===== config.mk =====
export PLATFORM = sky130hd
export DESIGN_NAME = pin_delay_sequencer
export DESIGN_NICKNAME = d
export VERILOG_FILES = /design/src/rtl/pin_delay_pkg.sv /design/src/rtl/pin_delay_timer.sv /design/src/rtl/pin_delay_sequencer.sv
export SDC_FILE = /design/constraint.sdc
export NUM_CORES = 1
export LEC_CHECK = 0
export BUFFER_PORTS_ARGS = -buffer_cell sky130_fd_sc_hd__buf_2
export CAP_MARGIN = 20
export CORE_ASPECT_RATIO = 0.9
export CORE_UTILIZATION = 39
export CTS_CLUSTER_DIAMETER = 30
export DETAILED_ROUTE_END_ITERATION = 16
export PLACE_DENSITY = 0.62
export SLEW_MARGIN = 40
export SYNTH_ARGS = -nofsm -noshare
export SYNTH_HDL_FRONTEND = slang
export SYNTH_SLANG_ARGS = --single-unit

===== constraint.sdc =====
create_clock -name clk -period 2.1 [get_ports clk]
set_input_delay 0.42 -clock clk [delete_from_list [all_inputs] [get_ports clk]]
set_output_delay 0.42 -clock clk [all_outputs]
set_load 0.005 [all_outputs]

===== src/rtl/pin_delay_pkg.sv =====
// Shared definitions for the AND-tree pin-delay sequencer.
// Holds the FSM state encoding, default settle/dwell timing, and the
// 8-step toggle table (drive vector, expected q, pin under test).
package pin_delay_pkg;

   typedef enum logic [2:0] {
      IDLE   = 3'd0,
      INIT   = 3'd1,
      APPLY  = 3'd2,
      SETTLE = 3'd3,
      HOLD   = 3'd4,
      FIN    = 3'd5
   } state_t;

   localparam int NUM_STEPS    = 8;
   localparam int DEF_SETTLE_A = 10;
   localparam int DEF_SETTLE_B = 12;
   localparam int DEF_SETTLE_C = 18;
   localparam int DEF_SETTLE_D = 22;
   localparam int DEF_DWELL    = 25;

   // Pin indices are bit positions in the abcd drive bus.
   localparam logic [1:0] PIN_D = 2'd0;
   localparam logic [1:0] PIN_C = 2'd1;
   localparam logic [1:0] PIN_B = 2'd2;
   localparam logic [1:0] PIN_A = 2'd3;

   // Drive vector per step: even steps drop one pin, odd steps restore 1111.
   function automatic logic [3:0] step_vec(input logic [2:0] s);
      logic [3:0] v;
      case (s)
         3'd0:    v = 4'b1110;
         3'd1:    v = 4'b1111;
         3'd2:    v = 4'b1101;
         3'd3:    v = 4'b1111;
         3'd4:    v = 4'b1011;
         3'd5:    v = 4'b1111;
         3'd6:    v = 4'b0111;
         default: v = 4'b1111;
      endcase
      return v;
   endfunction

   // The AND tree outputs 0 on a drop step and 1 on a restore step.
   function automatic logic step_exp(input logic [2:0] s);
      return s[0];
   endfunction

   // Pairs of steps test d, c, b, a in that order, which is abcd bit 0..3.
   function automatic logic [1:0] step_pin(input logic [2:0] s);
      return s[2:1];
   endfunction

endpackage


===== src/rtl/pin_delay_timer.sv =====
// Saturating cycle counter with settle and dwell threshold compares.
// Latency: hits are combinational on the registered count; clr/en act on the next edge.
// No backpressure: the FSM owns clr/en; the count parks at all-ones instead of wrapping.
// Ports: clk/rst (sync active-high), clr (zero count), en (advance count),
//        settle_tgt/dwell_tgt (thresholds), settle_hit/dwell_hit (count >= threshold).
module pin_delay_timer #(
   parameter int CW = 6
) (
   input  logic          clk,
   input  logic          rst,
   input  logic          clr,
   input  logic          en,
   input  logic [CW-1:0] settle_tgt,
   input  logic [CW-1:0] dwell_tgt,
   output logic          settle_hit,
   output logic          dwell_hit
);

   localparam logic [CW-1:0] CNT_MAX = '1;

   logic [CW-1:0] cnt;

   always_ff @(posedge clk) begin
      if (rst) begin
         cnt <= '0;
      end else if (clr) begin
         cnt <= '0;
      end else if (en && (cnt != CNT_MAX)) begin
         cnt <= cnt + CW'(1);
      end
   end

   // >= rather than == so a threshold beyond reach of a short state still
   // releases on the next edge instead of being skipped over.
   assign settle_hit = (cnt >= settle_tgt);
   assign dwell_hit  = (cnt >= dwell_tgt);

endmodule


===== src/rtl/pin_delay_sequencer.sv =====
// Sequences a 4-input AND-tree delay cell through a per-pin low/high toggle test.
// Latency: 224 cycles start->done at defaults; all outputs registered.
// No backpressure: start is a one-cycle request, ignored while busy.
// Ports: clk, rst (sync active-high), start, q_in (cell output) ->
//        abcd (cell drive, [3]=a..[0]=d), busy, sample (compare pulse),
//        done (end pulse), pass, init_fail, fail_mask (per-pin sticky mismatch).
module pin_delay_sequencer
   import pin_delay_pkg::*;
#(
   parameter int SETTLE_A = DEF_SETTLE_A,
   parameter int SETTLE_B = DEF_SETTLE_B,
   parameter int SETTLE_C = DEF_SETTLE_C,
   parameter int SETTLE_D = DEF_SETTLE_D,
   parameter int DWELL    = DEF_DWELL,
   parameter int CW       = 6
) (
   input  logic       clk,
   input  logic       rst,
   input  logic       start,
   input  logic       q_in,
   output logic [3:0] abcd,
   output logic       busy,
   output logic       sample,
   output logic       done,
   output logic       pass,
   output logic       init_fail,
   output logic [3:0] fail_mask
);

   // The counter is cleared on the edge a vector is applied, so the edge
   // DWELL cycles later is reached when the count shows DWELL-1.
   localparam logic [CW-1:0] DWELL_TGT = (DWELL > 0) ? CW'(DWELL - 1) : '0;

   state_t        state, state_nxt;
   logic [2:0]    step, step_nxt;
   logic [3:0]    abcd_nxt;
   logic          busy_nxt;
   logic          sample_nxt;
   logic          done_nxt;
   logic          pass_nxt;
   logic          init_fail_nxt;
   logic [3:0]    fail_mask_nxt;

   logic          tmr_clr;
   logic          tmr_en;
   logic          settle_hit;
   logic          dwell_hit;
   logic [CW-1:0] pin_settle;
   logic [CW-1:0] settle_tgt;

   pin_delay_timer #(
      .CW (CW)
   ) u_timer (
      .clk        (clk),
      .rst        (rst),
      .clr        (tmr_clr),
      .en         (tmr_en),
      .settle_tgt (settle_tgt),
      .dwell_tgt  (DWELL_TGT),
      .settle_hit (settle_hit),
      .dwell_hit  (dwell_hit)
   );

   always_comb begin
      case (step_pin(step))
         PIN_D:   pin_settle = CW'(SETTLE_D);
         PIN_C:   pin_settle = CW'(SETTLE_C);
         PIN_B:   pin_settle = CW'(SETTLE_B);
         default: pin_settle = CW'(SETTLE_A);
      endcase
   end

   // INIT counts from the start edge and holds one extra cycle for the
   // start capture, so its compare lands at count SETTLE_D. Steps count
   // from the apply edge, so their compare lands at count settle-1.
   always_comb begin
      if (state == INIT) begin
         settle_tgt = CW'(SETTLE_D);
      end else if (pin_settle == '0) begin
         settle_tgt = '0;
      end else begin
         settle_tgt = pin_settle - CW'(1);
      end
   end

   always_comb begin
      state_nxt     = state;
      step_nxt      = step;
      abcd_nxt      = abcd;
      busy_nxt      = busy;
      sample_nxt    = 1'b0;
      done_nxt      = 1'b0;
      pass_nxt      = pass;
      init_fail_nxt = init_fail;
      fail_mask_nxt = fail_mask;
      tmr_clr       = 1'b0;
      tmr_en        = 1'b0;

      case (state)
         IDLE, FIN: begin
            abcd_nxt  = 4'b1111;
            busy_nxt  = 1'b0;
            tmr_clr   = 1'b1;
            state_nxt = IDLE;
            if (start) begin
               state_nxt     = INIT;
               busy_nxt      = 1'b1;
               step_nxt      = 3'd0;
               pass_nxt      = 1'b0;
               init_fail_nxt = 1'b0;
               fail_mask_nxt = 4'b0000;
            end
         end

         INIT: begin
            tmr_en = 1'b1;
            if (settle_hit) begin
               sample_nxt = 1'b1;
               state_nxt  = APPLY;
               if (q_in != 1'b1) begin
                  init_fail_nxt = 1'b1;
                  fail_mask_nxt = 4'b1111;
               end
            end
         end

         APPLY: begin
            abcd_nxt  = step_vec(step);
            tmr_clr   = 1'b1;
            state_nxt = SETTLE;
         end

         SETTLE: begin
            tmr_en = 1'b1;
            if (settle_hit) begin
               sample_nxt = 1'b1;
               state_nxt  = HOLD;
               if (q_in != step_exp(step)) begin
                  fail_mask_nxt[step_pin(step)] = 1'b1;
               end
            end
         end

         HOLD: begin
            tmr_en = 1'b1;
            // Apply the next vector straight from HOLD so each step spans
            // exactly DWELL edges; a short DWELL exits on the first HOLD edge.
            if (dwell_hit) begin
               if (step == 3'(NUM_STEPS - 1)) begin
                  state_nxt = FIN;
                  busy_nxt  = 1'b0;
                  done_nxt  = 1'b1;
                  pass_nxt  = ~init_fail & (fail_mask == 4'b0000);
               end else begin
                  step_nxt  = step + 3'd1;
                  abcd_nxt  = step_vec(step + 3'd1);
                  tmr_clr   = 1'b1;
                  state_nxt = SETTLE;
               end
            end
         end

         default: begin
            state_nxt = IDLE;
            abcd_nxt  = 4'b1111;
            busy_nxt  = 1'b0;
         end
      endcase
   end

   always_ff @(posedge clk) begin
      if (rst) begin
         state     <= IDLE;
         step      <= 3'd0;
         abcd      <= 4'b1111;
         busy      <= 1'b0;
         sample    <= 1'b0;
         done      <= 1'b0;
         pass      <= 1'b0;
         init_fail <= 1'b0;
         fail_mask <= 4'b0000;
      end else begin
         state     <= state_nxt;
         step      <= step_nxt;
         abcd      <= abcd_nxt;
         busy      <= busy_nxt;
         sample    <= sample_nxt;
         done      <= done_nxt;
         pass      <= pass_nxt;
         init_fail <= init_fail_nxt;
         fail_mask <= fail_mask_nxt;
      end
   end

endmodule

==> Yosys cells after proc, flatten, opt, wreduce, memory -nomap -nowiden <==
Index checks and enable logic that the tools add are counted.
{ "word_totals": {"ff_bits": 25, "elab_cells": 117} }
{ "classes": {"addsub": 3, "magnitude_cmp": 4, "reduce_logical": 26, "bitwise": 7, "n_eq_ne": 24, "mux": 43} }
{ "ops": {"columns": ["operator", "n"], "rows": [
  ["4-bit case mux with 4 select lines", 2],
  ["4-bit 2-to-1 mux", 7],
  ["4-bit case mux with 3 select lines", 2],
  ["3-bit == test, second input constant", 7],
  ["3-bit 2-to-1 mux", 7],
  ["2-bit != test, second input constant", 8],
  ["1-bit 2-to-1 mux", 15],
  ["3-bit case mux with 5 select lines", 1],
  ["5-bit case mux with 3 select lines", 1],
  ["3-bit by 2-bit == test with 1-bit output, second input constant", 4],
  ["6-bit 2-to-1 mux", 2],
  ["4-bit AND reduction", 3],
  ["3-bit OR reduction", 4],
  ["3-bit logical NOT", 3],
  ["3-bit AND reduction", 3],
  ["2-bit OR reduction", 4],
  ["6-bit by 1-bit adder with 6-bit output, second input constant", 1],
  ["6-bit by 5-bit greater-or-equal comparator with 1-bit output, second input constant", 1],
  ["6-bit greater-or-equal comparator", 1],
  ["6-bit logical NOT", 1],
  ["6-bit != test, second input constant", 1],
  ["1-bit case mux with 2 select lines", 3],
  ["3-bit case mux with 2 select lines", 1],
  ["6-bit AND reduction", 1],
  ["18 further kinds", 24]
]} }

==> Logic depth before layout (Yosys ltp) <==
Gate-level depths: netlist of the first run.
{ "logic_depth": {"word_depth": 8, "ltp_mapped": 12, "depth_no_buf": 11} }

==> Cells and area by module <==
Synthesis of the first run repeated with hierarchy kept, for this count alone.
{ "hier_totals": {"hier_cells": 215, "area_unflattened_um2": 1765.4} }
{ "modules_own_cells": {"columns": ["mod", "area_each_um2", "instances", "cells_each"], "rows": [
  ["pin_delay_sequencer", 1197.4, 1, 145],
  ["pin_delay_timer", 568.0, 1, 70]
]} }

==> Worst setup path before layout of the first run <==
OpenSTA, ideal clock, no wires.
{ "synth_path": {"path_type": "register to register", "startpoint": "register state[0]", "endpoint": "register state[0]", "period_less_slack_ps": 2173, "slack_ps": -73, "path_buffers": 1, "t_required_ps": 2009, "stages_incl_launch_ff": 12, "t_arrival_ps": 2082, "setup_time_ps": 91, "cell_sequence": "dfxtp_1 > nand2b_1 > clkbuf_2 > nor2_1 > inv_1 > and2_1 > inv_1 > ha_1 > a21oi_1 > o211ai_1 > o21bai_2 > a311oi_1"} }
{ "synth_between": {"elab_chain_cells": 5, "elab_cells_between_ends": 14, "cone_classes": "1 x order compare; 8 x eq/ne; 2 x mux; 3 x reduce/logical"} }
{ "synth_rtl": {"columns": ["item", "line", "text"], "rows": [
  ["start: declaration", "pin_delay_sequencer.sv:34", "state_t state, state_nxt;"],
  ["start signal: assignment", "pin_delay_sequencer.sv:183", "state <= state_nxt;"],
  ["3-bit by 1-bit == test with 1-bit output", "pin_delay_sequencer.sv:77, pin_delay_sequencer.sv:99", null],
  ["6-bit 2-to-1 mux", "pin_delay_sequencer.sv:77", "if (state == INIT) begin"],
  ["6-bit greater-or-equal comparator", "pin_delay_timer.sv:35", "assign settle_hit = (cnt >= settle_tgt);"],
  ["2-bit != test (no source line)", null, null],
  ["3-bit AND reduction (no source line)", null, null]
]} }
Parallel ways exist; a longest one is shown, timed or not.
A chain may end at the register's enable or synchronous reset.

==> Worst setup path after layout of the first run <==
{ "layout_path": {"startpoint": "register state[2]", "endpoint": "register state[1]"} }
The elaborated chain is that of the path after synthesis.

==> flow_metrics.py, run 1 <==
metrics = {
    "floorplan": {
        "fp.dieH_um": 62.2,
        "row_count": 21,
        "die_w_um": 68.9,
        "pin_count": 17,
        "start_util_pct": 41.6,
        "core_area_mm2": 0.00378,
        "die_area_mm2": 0.00429,
    },
    "pwr": {
        "clockPowerShare_pct": 17.7,
        "p_int_mw": 1.01,
        "p_total_mw": 1.68,
        "cellPowerDensity_mw_per_mm2": 941,
        "power.switching_mw": 0.671,
        "peakVddDrop_v": 0.000422,
        "switching_share_pct": 39.8,
        "power_frac_comb_pct": 47.2,
        "cellLeakagePower_nw": 0.708,
        "p_seq_share_pct": 35.1,
    },
    "logic_synthesis": {
        "synthFlopType": "dfxtp_1",
        "synth_top_area_cell": "dfxtp_1",
        "syn-cell-area_mm2": 0.00157,
        "synth_area_leaders": "dfxtp_1 (32%), ha_1 (11%), nor2_1 (7.2%)",
        "syn-num-nets": 210,
        "yosysWarnings": 0,
        "netlist_instances": 192,
        "synth_cell_types": 46,
        "yosysSeqAreaShare_pct": 31.8,
        "synth_edf_count": 0,
        "synth_top_area_share_pct": 31.8,
        "synth.avg_cell_area_um2": 8.19,
        "ys_ff_latch": 25,
        "synthArstFlopShare_pct": 0,
    },
    "setup_path": {
        "required_ps": 2280,
        "crit_type": "register to register",
        "worst_setup_path_end_kind": "register",
        "start_kind": "register",
        "crit_fanout": 6,
        "worst-endpoint-arrival_ps": 2180,
    },
    "clocking": {
        "numCtsBuffers": 3,
        "cts_buffer_depth": 2,
        "insertion_delay_ps": 270,
        "clock-root-buffer": "clkbuf_8",
        "cts_tree": "yes",
        "clock-sinks": 25,
        "htree_levels": 1,
        "clkSlewWorstSetupHoldPaths_ps": 90,
        "cts_setup_buffers": 0,
    },
    "sta": {
        "whs_ps": 482,
        "fin_skew_ps": 2.61,
        "slew_viol_final": 0,
        "period_minus_slack_ps": 2000,
        "period_share_pct": 95.2,
        "setup_viol": 0,
        "setup_tns_ps": 0,
        "final.setup.worst_slack_ps": 102,
        "timing.fmax_mhz": 500,
        "hold_viol_final": 0,
    },
    "drt": {
        "via_per_inst": 5.38,
        "num_vias": 1383,
        "drc": 0,
        "antenna_left": 0,
        "wire_per_inst_um": 13.7,
        "drt_wl_total_mm": 3.53,
        "drt_iter0_drc": 97,
        "drt-pass1-iter-count": 4,
    },
    "layout": {
        "layout_common_cells": "nor2_1 (29), dfxtp_1 (24), buf_2 (16), ha_1 (14)",
        "drive_above_1_share_pct": 20.9,
        "stdcell_area_mm2": 0.00179,
        "ff_latch_area_um2": 502,
        "diodes": 0,
        "nets": 230,
        "nFillCells": 392,
        "synthToLayoutAreaGrowth_pct": 13.8,
        "multi_input_area_mm2": 0.00101,
        "utilization_pct": 47.3,
        "stdcell_count": 257,
        "layout_commonest_cell": "nor2_1",
    },
    "run": {
        "maxCapViolations": 0,
    },
    "place": {
        "place_congestion": 0.849,
        "dpl_cell_area_mm2": 0.00172,
        "io_buffers": 16,
        "dp.cells": 253,
        "preCtsSetupSlack_ps": 105,
        "dp_hpwl_mm": 2.59,
    },
    "grt": {
        "grt_pass1_wl_mm": 5.97,
        "grt_overflow": 0,
        "grt_max_degree": 19,
        "grt_pass1_vias": 1248,
        "grt_usage_pct": 18.0,
        "antenna_found_initial": 0,
    },
    "status": {
        "status": "finished, final reports clean",
    },
    "worst_hold_path": {
        "hp-class": "register to register",
    },
}
==> state kept, by name, summed over array words and instances (netlist names) <==
name,cells
pass,1
fail_mask,4
step,3
state,3
busy,1
done,1
sample,1
abcd,4
u_timer.cnt,6
init_fail,1
==> cells in the mapped netlist (2+ instances only) <==
master / n
nand3_1: 8
nand2b_1: 7
ha_1: 14
nor2_1: 30
nor3b_1: 2
o32ai_1: 2
o21bai_1: 4
a31oi_1: 4
nand2_1: 13
o21ai_0: 3
a21oi_1: 15
a311oi_1: 2
nor3_1: 8
xnor2_1: 5
a21o_1: 2
a211oi_1: 2
nand2_2: 2
nor4_1: 2
inv_1: 10
buf_4: 3
clkbuf_1: 2
dfxtp_1: 25
o31ai_1: 3
nand4_1: 2
==> area by class of cell <==
cell class | instances | area share [%]
Clock inverter | 1 | 0.280
Multi-Input combinational cell | 149 | 56.7
Sequential cell | 25 | 28.0
Tap cell | 46 | 3.21
Inverter | 10 | 2.10
Clock buffer | 3 | 2.31
Timing Repair Buffer | 23 | 7.41
==> worst paths after layout <==
| check | startpoint | to | slack [ps] | depth (start not counted) |
|---|---|---|---|---|
| min | pass | pass | 480 | 2 |
| max reg2reg | state[2] | state[1] | 100 | 10 |
| max | state[2] | state[1] | 100 | 10 |
| min reg2reg | pass | pass | 480 | 2 |
==> cells by family (layout without fill, tap and decap cells) <==
kind of cell / count (synthesis) / in the layout / share of synthesized area, %
multiplexers: 2 / 2 / 1.35
other: 1 / 1 / 0.238
AO/OA/AOI/OAI: 46 / 46 / 20.7
flip-flops: 25 / 25 / 31.8
XOR/XNOR: 5 / 5 / 2.78
buffers and inverters: 18 / 37 / 5.57
AND/OR/NAND/NOR: 81 / 81 / 26.4
adder cells (fa/ha/maj): 14 / 14 / 11.1
==> worst max-delay path, cell delays in order (launching register included) <==
cell and delay [ps]:
dfxtp_1 320, nand2b_4 150, nor2_4 120, inv_2 60, and2_1 170, inv_1 60
ha_1 250, a21oi_2 190, o211ai_1 120, o21bai_4 220, a311oi_1 260
==> power groups by stage <==
| stage | combinational (mW) | clock [mW] | sequential, mW |
|---|---|---|---|
| after floorplan | 0.542 | 0 | 0.606 |
| after global placement | 0.741 | 0 | 0.593 |
| after detailed placement | 0.743 | 0 | 0.593 |
| after CTS | 0.749 | 0.305 | 0.583 |
| after global routing | 0.885 | 0.325 | 0.600 |
| final | 0.795 | 0.298 | 0.592 |
==> layer usage <==
metal	track usage [%]	routed length [µm]	vias up	share of wire, %
met4	5.36	33	0	0.93
met2	24.2	1450	39	41
li1	-	-	713	-
met3	2.21	197	4	5.6
met1	29.0	1850	627	52
met5	0	0	-	0
==> what timing repair did <==
action | in CTS | in global routing
hold buffers | 0 | 0
endpoints found under the setup margin | 0 | 8
gates resized for setup | 0 | 7
Note: power is estimated with default switching activity, not from simulation.
==> run 2: changes to the inputs <==
- BUFFER_PORTS_ARGS: -buffer_cell sky130_fd_sc_hd__buf_2 -> -buffer_cell sky130_fd_sc_hd__buf_4
- PLACE_DENSITY: 0.62 -> 0.6
- RECOVER_POWER: default -> 25
- clock period: 2.1 -> 1.9 ns (I/O delays scaled with it)
==> run 2 against run 1 <==
The flow now finishes with violations (negative setup slack). Routed wire length is 7.5% higher. Critical path type unchanged. Final area is 8.7% higher. First-iteration DRC count is 9.3% lower. Die area stayed put. Worst hold slack worse by 74 ps. Register-to-register slack worse by 160 ps.
==> flow_metrics.py, run 2 (same netlist as run 1, synthesis figures left out) <==
metrics = {
    "setup_path": {
        "worst_setup_path_end_kind": "register",
        "start_kind": "register",
        "max_stage_delay_ps": 340,
        "cp_cell_sequence": "nand2b_4, nor2_4, inv_2, and2_4, ha_4, nand4_1, o21bai_4, a21oi_1, a311oi_2",
        "crit_fanout": 6,
        "required_ps": 2090,
        "worst-endpoint-arrival_ps": 2150,
        "crit_type": "register to register",
        "cp.buffers_inverters": 1,
        "cp_slowest_cell": "dfxtp_2",
        "critPathTopFamily": "simple AND/OR/NAND/NOR gates",
    },
    "clocking": {
        "clock-root-buffer": "clkbuf_8",
        "cts_tree": "yes",
        "insertion_delay_ps": 280,
        "hold_buffers": 0,
        "clkSlewWorstSetupHoldPaths_ps": 100,
        "htree_levels": 1,
        "clock-sinks": 25,
        "cts_buffer_depth": 2,
        "numCtsBuffers": 3,
    },
    "floorplan": {
        "row_count": 21,
        "core_area_mm2": 0.00378,
        "die_area_mm2": 0.00429,
        "pin_count": 17,
        "start_util_pct": 41.6,
        "die_w_um": 68.9,
        "fp.dieH_um": 62.2,
    },
    "sta": {
        "setup_viol": 6,
        "slew_viol_final": 0,
        "hold_viol_final": 0,
        "period_share_pct": 103,
        "rsz0062_at_grt": "yes",
        "period_minus_slack_ps": 1960,
        "fin_skew_ps": 8.30,
        "final.setup.worst_slack_ps": -59.3,
        "timing.fmax_mhz": 510,
    },
    "grt": {
        "grt_pass1_vias": 1383,
        "grt_pass1_wl_mm": 6.26,
        "grt_usage_pct": 19.1,
        "grt_overflow": 0,
        "globalRouteMet3Util_pct": 5.33,
        "antenna_found_initial": 0,
        "met2_usage_pct": 29.5,
        "grt_max_degree": 19,
        "busiest_layer": "met2",
        "grt_util_met1_pct": 25.5,
    },
    "status": {
        "status": "complete, but fails checks",
        "failed_checks": "negative setup slack",
    },
    "layout": {
        "synthToLayoutAreaGrowth_pct": 23.8,
        "diodes": 0,
        "top_register": "u_timer.cnt",
        "largest_reg_flops": 6,
        "nFillCells": 358,
        "stdcell_count": 261,
        "layout_commonest_cell": "nor2_1",
        "layout_common_cells": "nor2_1 (29), dfxtp_1 (23), buf_4 (20), a21oi_1 (13)",
        "nets": 234,
        "top_regs": "u_timer.cnt (6), abcd (4), fail_mask (4)",
        "drive_above_1_share_pct": 27.4,
    },
    "pwr": {
        "clockPowerShare_pct": 16.4,
        "cellLeakagePower_nw": 0.748,
        "cellPowerDensity_mw_per_mm2": 1050,
        "p_total_mw": 2.04,
        "switching_share_pct": 40.0,
        "p_seq_share_pct": 32.5,
        "peakVddDrop_v": 0.000614,
        "power.switching_mw": 0.816,
        "power_frac_comb_pct": 51.1,
        "p_int_mw": 1.22,
    },
    "place": {
        "dp_hpwl_mm": 2.74,
        "dp.cells": 254,
        "place_congestion": 0.838,
        "io_buffers": 16,
    },
    "drt": {
        "drt-pass1-iter-count": 4,
        "num_vias": 1462,
        "drt_iter0_drc": 88,
        "via_per_inst": 5.60,
        "drc": 0,
        "wire_per_inst_um": 14.5,
        "drt_wl_total_mm": 3.80,
        "antenna_left": 0,
    },
    "worst_hold_path": {
        "hp-class": "primary input to register",
    },
    "run": {
        "maxCapViolations": 0,
    },
}
==> run 2: final timing paths <==
check            from       end  slack [ps]  cells past startpoint
min               rst      pass         410                      2
max          state[2]  state[1]         -60                      9
min reg2reg      busy      busy         470                      2
max reg2reg  state[2]  state[1]         -60                      9
==> run 2: area by class of cell <==
type | instances | area, µm² | share of cell area, %
inverter | 10 | 37.5 | 1.93
clock inverter | 1 | 7.51 | 0.386
tap | 46 | 57.6 | 2.96
multi-input combinational | 149 | 1090 | 56.2
sequential | 25 | 505 | 26.0
timing repair buffer | 27 | 203 | 10.4
clock buffer | 3 | 41.3 | 2.12
==> run 2: worst register-to-register path: cells and delay by family (launching register included) <==
kind | cells | cell delay, ps
adders and majority gates | 1 | 270
buffers and inverters | 1 | 50
and+or+nand+nor | 4 | 630
AOI/OAI and AO/OA | 3 | 580
DFF | 1 | 340
==> run 2: per-layer routing <==
| metal | share of wire, % | vias up | routed length [µm] |
|---|---|---|---|
| met4 | 0.82 | 0 | 31 |
| met2 | 47 | 49 | 1770 |
| li1 | - | 725 | - |
| met5 | 0 | - | 0 |
| met3 | 5.3 | 4 | 203 |
| met1 | 47 | 684 | 1790 |
==> run 2: through the flow <==
stage / worst slack [ps] / instance area, µm² / hold WS (ps) / TNS [ps] / util, %
6_report: -59.3 / 1950 / 408 / -239 / 51.5
5_1_grt: -124 / 1950 / 409 / -715 / 51.5
4_1_cts: -26.3 / 1910 / 406 / -60.6 / 50.6
3_5_place_dp: -67.2 / 1810 / 467 / -156 / 47.8
3_3_place_gp: -55.5 / 1810 / 455 / -62.1 / 47.8
2_1_floorplan: -24.3 / 1630 / 460 / -62.3 / -
==> run 2: power groups by stage <==
stage	combinational [mW]	clock, mW	sequential (mW)
floorplan	0.670	0	0.681
global placement	0.893	0	0.669
detailed placement	0.903	0	0.674
CTS	0.945	0.344	0.664
global route	1.13	0.372	0.673
finish	1.04	0.334	0.663
==> run 2: what timing repair did <==
item | 4_1_cts | 5_1_grt
cloned | 0 | 0
setup buffers | 2 | 1
setup endpoints to repair | 9 | 9
gates resized for setup | 7 | 4
pin swaps | 8 | 3
==> run 3: changes to the inputs <==
- CORE_UTILIZATION: 39 -> 33
- PLACE_DENSITY: 0.6 -> 0.53
==> run 3 against run 2 <==
Cell count rose by 8.4%. The run now ends clean. Non-clock buffer count rose by 6. Clock skew fell by 4.7 ps. Core utilization fell by 7.2 points. Total power fell by 1.3%. Clock power fell by 2%. Sequential power barely moved. Flip-flop and latch count did not move. Worst hold slack improved by 3.1 ps. First-iteration DRC count rose by 10%. Die area rose by 18%.
==> flow_metrics.py, run 3 (same netlist as run 1, synthesis figures left out) <==
metrics = {
    "status": {
        "status": "finished, final reports clean",
    },
    "clocking": {
        "cts_tree": "yes",
        "cts_buffer_depth": 2,
        "numCtsBuffers": 3,
        "htree_levels": 1,
        "clock-sinks": 25,
        "clock-root-buffer": "clkbuf_8",
        "clkSlewWorstSetupHoldPaths_ps": 90,
        "insertion_delay_ps": 270,
    },
    "floorplan": {
        "start_util_pct": 34.8,
        "fp.dieH_um": 67.5,
        "row_count": 23,
        "die_area_mm2": 0.00505,
        "core_area_mm2": 0.00452,
        "pin_count": 17,
        "die_w_um": 74.8,
    },
    "drt": {
        "drt_iter0_drc": 97,
        "drt_wl_total_mm": 3.72,
        "via_per_inst": 4.87,
        "drt-pass1-iter-count": 4,
        "antenna_left": 0,
        "num_vias": 1379,
        "drc": 0,
        "wire_per_inst_um": 13.2,
    },
    "grt": {
        "grt_overflow": 0,
        "antenna_found_initial": 0,
        "grt_pass1_wl_mm": 6.20,
        "grt_max_degree": 19,
        "grt_pass1_vias": 1249,
        "grt_usage_pct": 16.5,
    },
    "setup_path": {
        "crit_type": "register to register",
        "rr_startpoint": "state[2]",
        "reg2reg_to": "fail_mask[0]",
        "crit_fanout": 6,
        "cp_slowest_cell": "dfxtp_2",
        "reg2reg_slack_ps": 9,
        "worst_setup_path_end_kind": "register",
        "required_ps": 2090,
        "ff2ff_path_depth": 9,
        "max_stage_delay_ps": 330,
        "startpoint": "state[2]",
        "cp_cell_sequence": "nand2b_4, nor2_4, inv_2, and2_4, ha_4, nand4_1, o21bai_4, nand2_2, o31ai_2",
        "worst-endpoint-arrival_ps": 2080,
        "start_kind": "register",
    },
    "sta": {
        "setup_viol": 0,
        "period_share_pct": 99.5,
        "period_minus_slack_ps": 1890,
        "rsz0062_at_grt": "yes",
        "fin_skew_ps": 3.57,
        "hold_viol_final": 0,
        "setup_tns_ps": 0,
        "timing.fmax_mhz": 529,
        "slew_viol_final": 0,
        "whs_ps": 411,
        "final.setup.worst_slack_ps": 9.16,
    },
    "layout": {
        "drive_above_1_share_pct": 29.0,
        "top_register": "u_timer.cnt",
        "layout_common_cells": "nor2_1 (29), buf_4 (25), dfxtp_1 (23), nand2_1 (13)",
        "layout_commonest_cell": "nor2_1",
        "nets": 240,
        "diodes": 0,
        "largest_reg_flops": 6,
        "utilization_pct": 44.3,
        "synthToLayoutAreaGrowth_pct": 27.1,
        "stdcell_count": 283,
        "top_regs": "u_timer.cnt (6), abcd (4), fail_mask (4)",
    },
    "worst_hold_path": {
        "holdPathEnd": "step[1]",
        "worst_hold_startpoint": "rst",
        "hold_depth": 2,
        "hp-class": "primary input to register",
    },
    "place": {
        "dp.cells": 278,
        "io_buffers": 16,
        "preCtsSetupSlack_ps": 5.75,
        "dp_hpwl_mm": 2.80,
        "place_congestion": 0.787,
    },
    "pwr": {
        "peakVddDrop_v": 0.000466,
        "cellLeakagePower_nw": 0.776,
        "cellPowerDensity_mw_per_mm2": 1010,
    },
    "run": {
        "maxCapViolations": 0,
    },
}
-- run 3: cell types whose count changed in the layout (fill, tap and decap cells not counted), sizes merged --
| cell | change |
|---|---|
| clkbuf | +1 |
| buf | +6 |
| clkinvlp | -1 |
-- run 3: layer usage --
layer | part of all wire [%] | wire length, µm | vias up | GRT usage, %
li1 | - | - | 732 | -
met1 | 54 | 2010 | 614 | 25.1
met2 | 42 | 1550 | 29 | 23.1
met3 | 3.8 | 141 | 4 | 3.58
met4 | 0.73 | 27 | 0 | 4.25
met5 | 0 | 0 | - | 0
-- run 3: metrics by stage --
| stage | instance area, µm² | power, mW |
|---|---|---|
| floorplan | 1630 | 1.35 |
| global placement | 1890 | 1.62 |
| detailed placement | 1890 | 1.61 |
| CTS | 1940 | 1.95 |
| global route | 2000 | 2.16 |
| finish | 2000 | 2.01 |
-- run 3: what timing repair did --
action                     4_1_cts  5_1_grt
setup endpoints to repair        1        9
pin swaps                        1        5
gates resized for setup          2        8
buffers inserted                 0        1
hold buffers                     0        0
-- run 3: how the worst max path moves through the flow --
stage / end / slack (ps) / cells past startpoint
final: fail_mask[0] / 9 / 9
after floorplan: fail_mask[3] / -20 / 11
after global routing: fail_mask[3] / -110 / 9
after global placement: init_fail / -20 / 10
after detailed placement: init_fail / 6 / 10
after CTS: fail_mask[3] / 10 / 10
-- run 3: area by class of cell --
type,count,area [µm²]
Timing Repair Buffer,33,251
Fill cell,483,2520
Tap cell,62,77.6
Clock buffer,4,45.0
Sequential cell,25,505
Multi-Input combinational cell,149,1080
Inverter,10,37.5
-- run 3: worst max-delay path, delay by kind of cell (launching register included) --
family,cells,cell delay (ps)
AO/OA/AOI/OAI,2,460
adder cells (fa/ha/maj),1,260
buffers and inverters,1,50
flip-flops,1,330
AND/OR/NAND/NOR,5,700
-- run 3: power breakdown --
group	switching, mW	total (mW)	internal (mW)	leakage (nW)
Sequential	0.0552	0.662	0.607	0.204
Clock	0.176	0.327	0.150	0.0228
Combinational	0.556	1.02	0.468	0.549
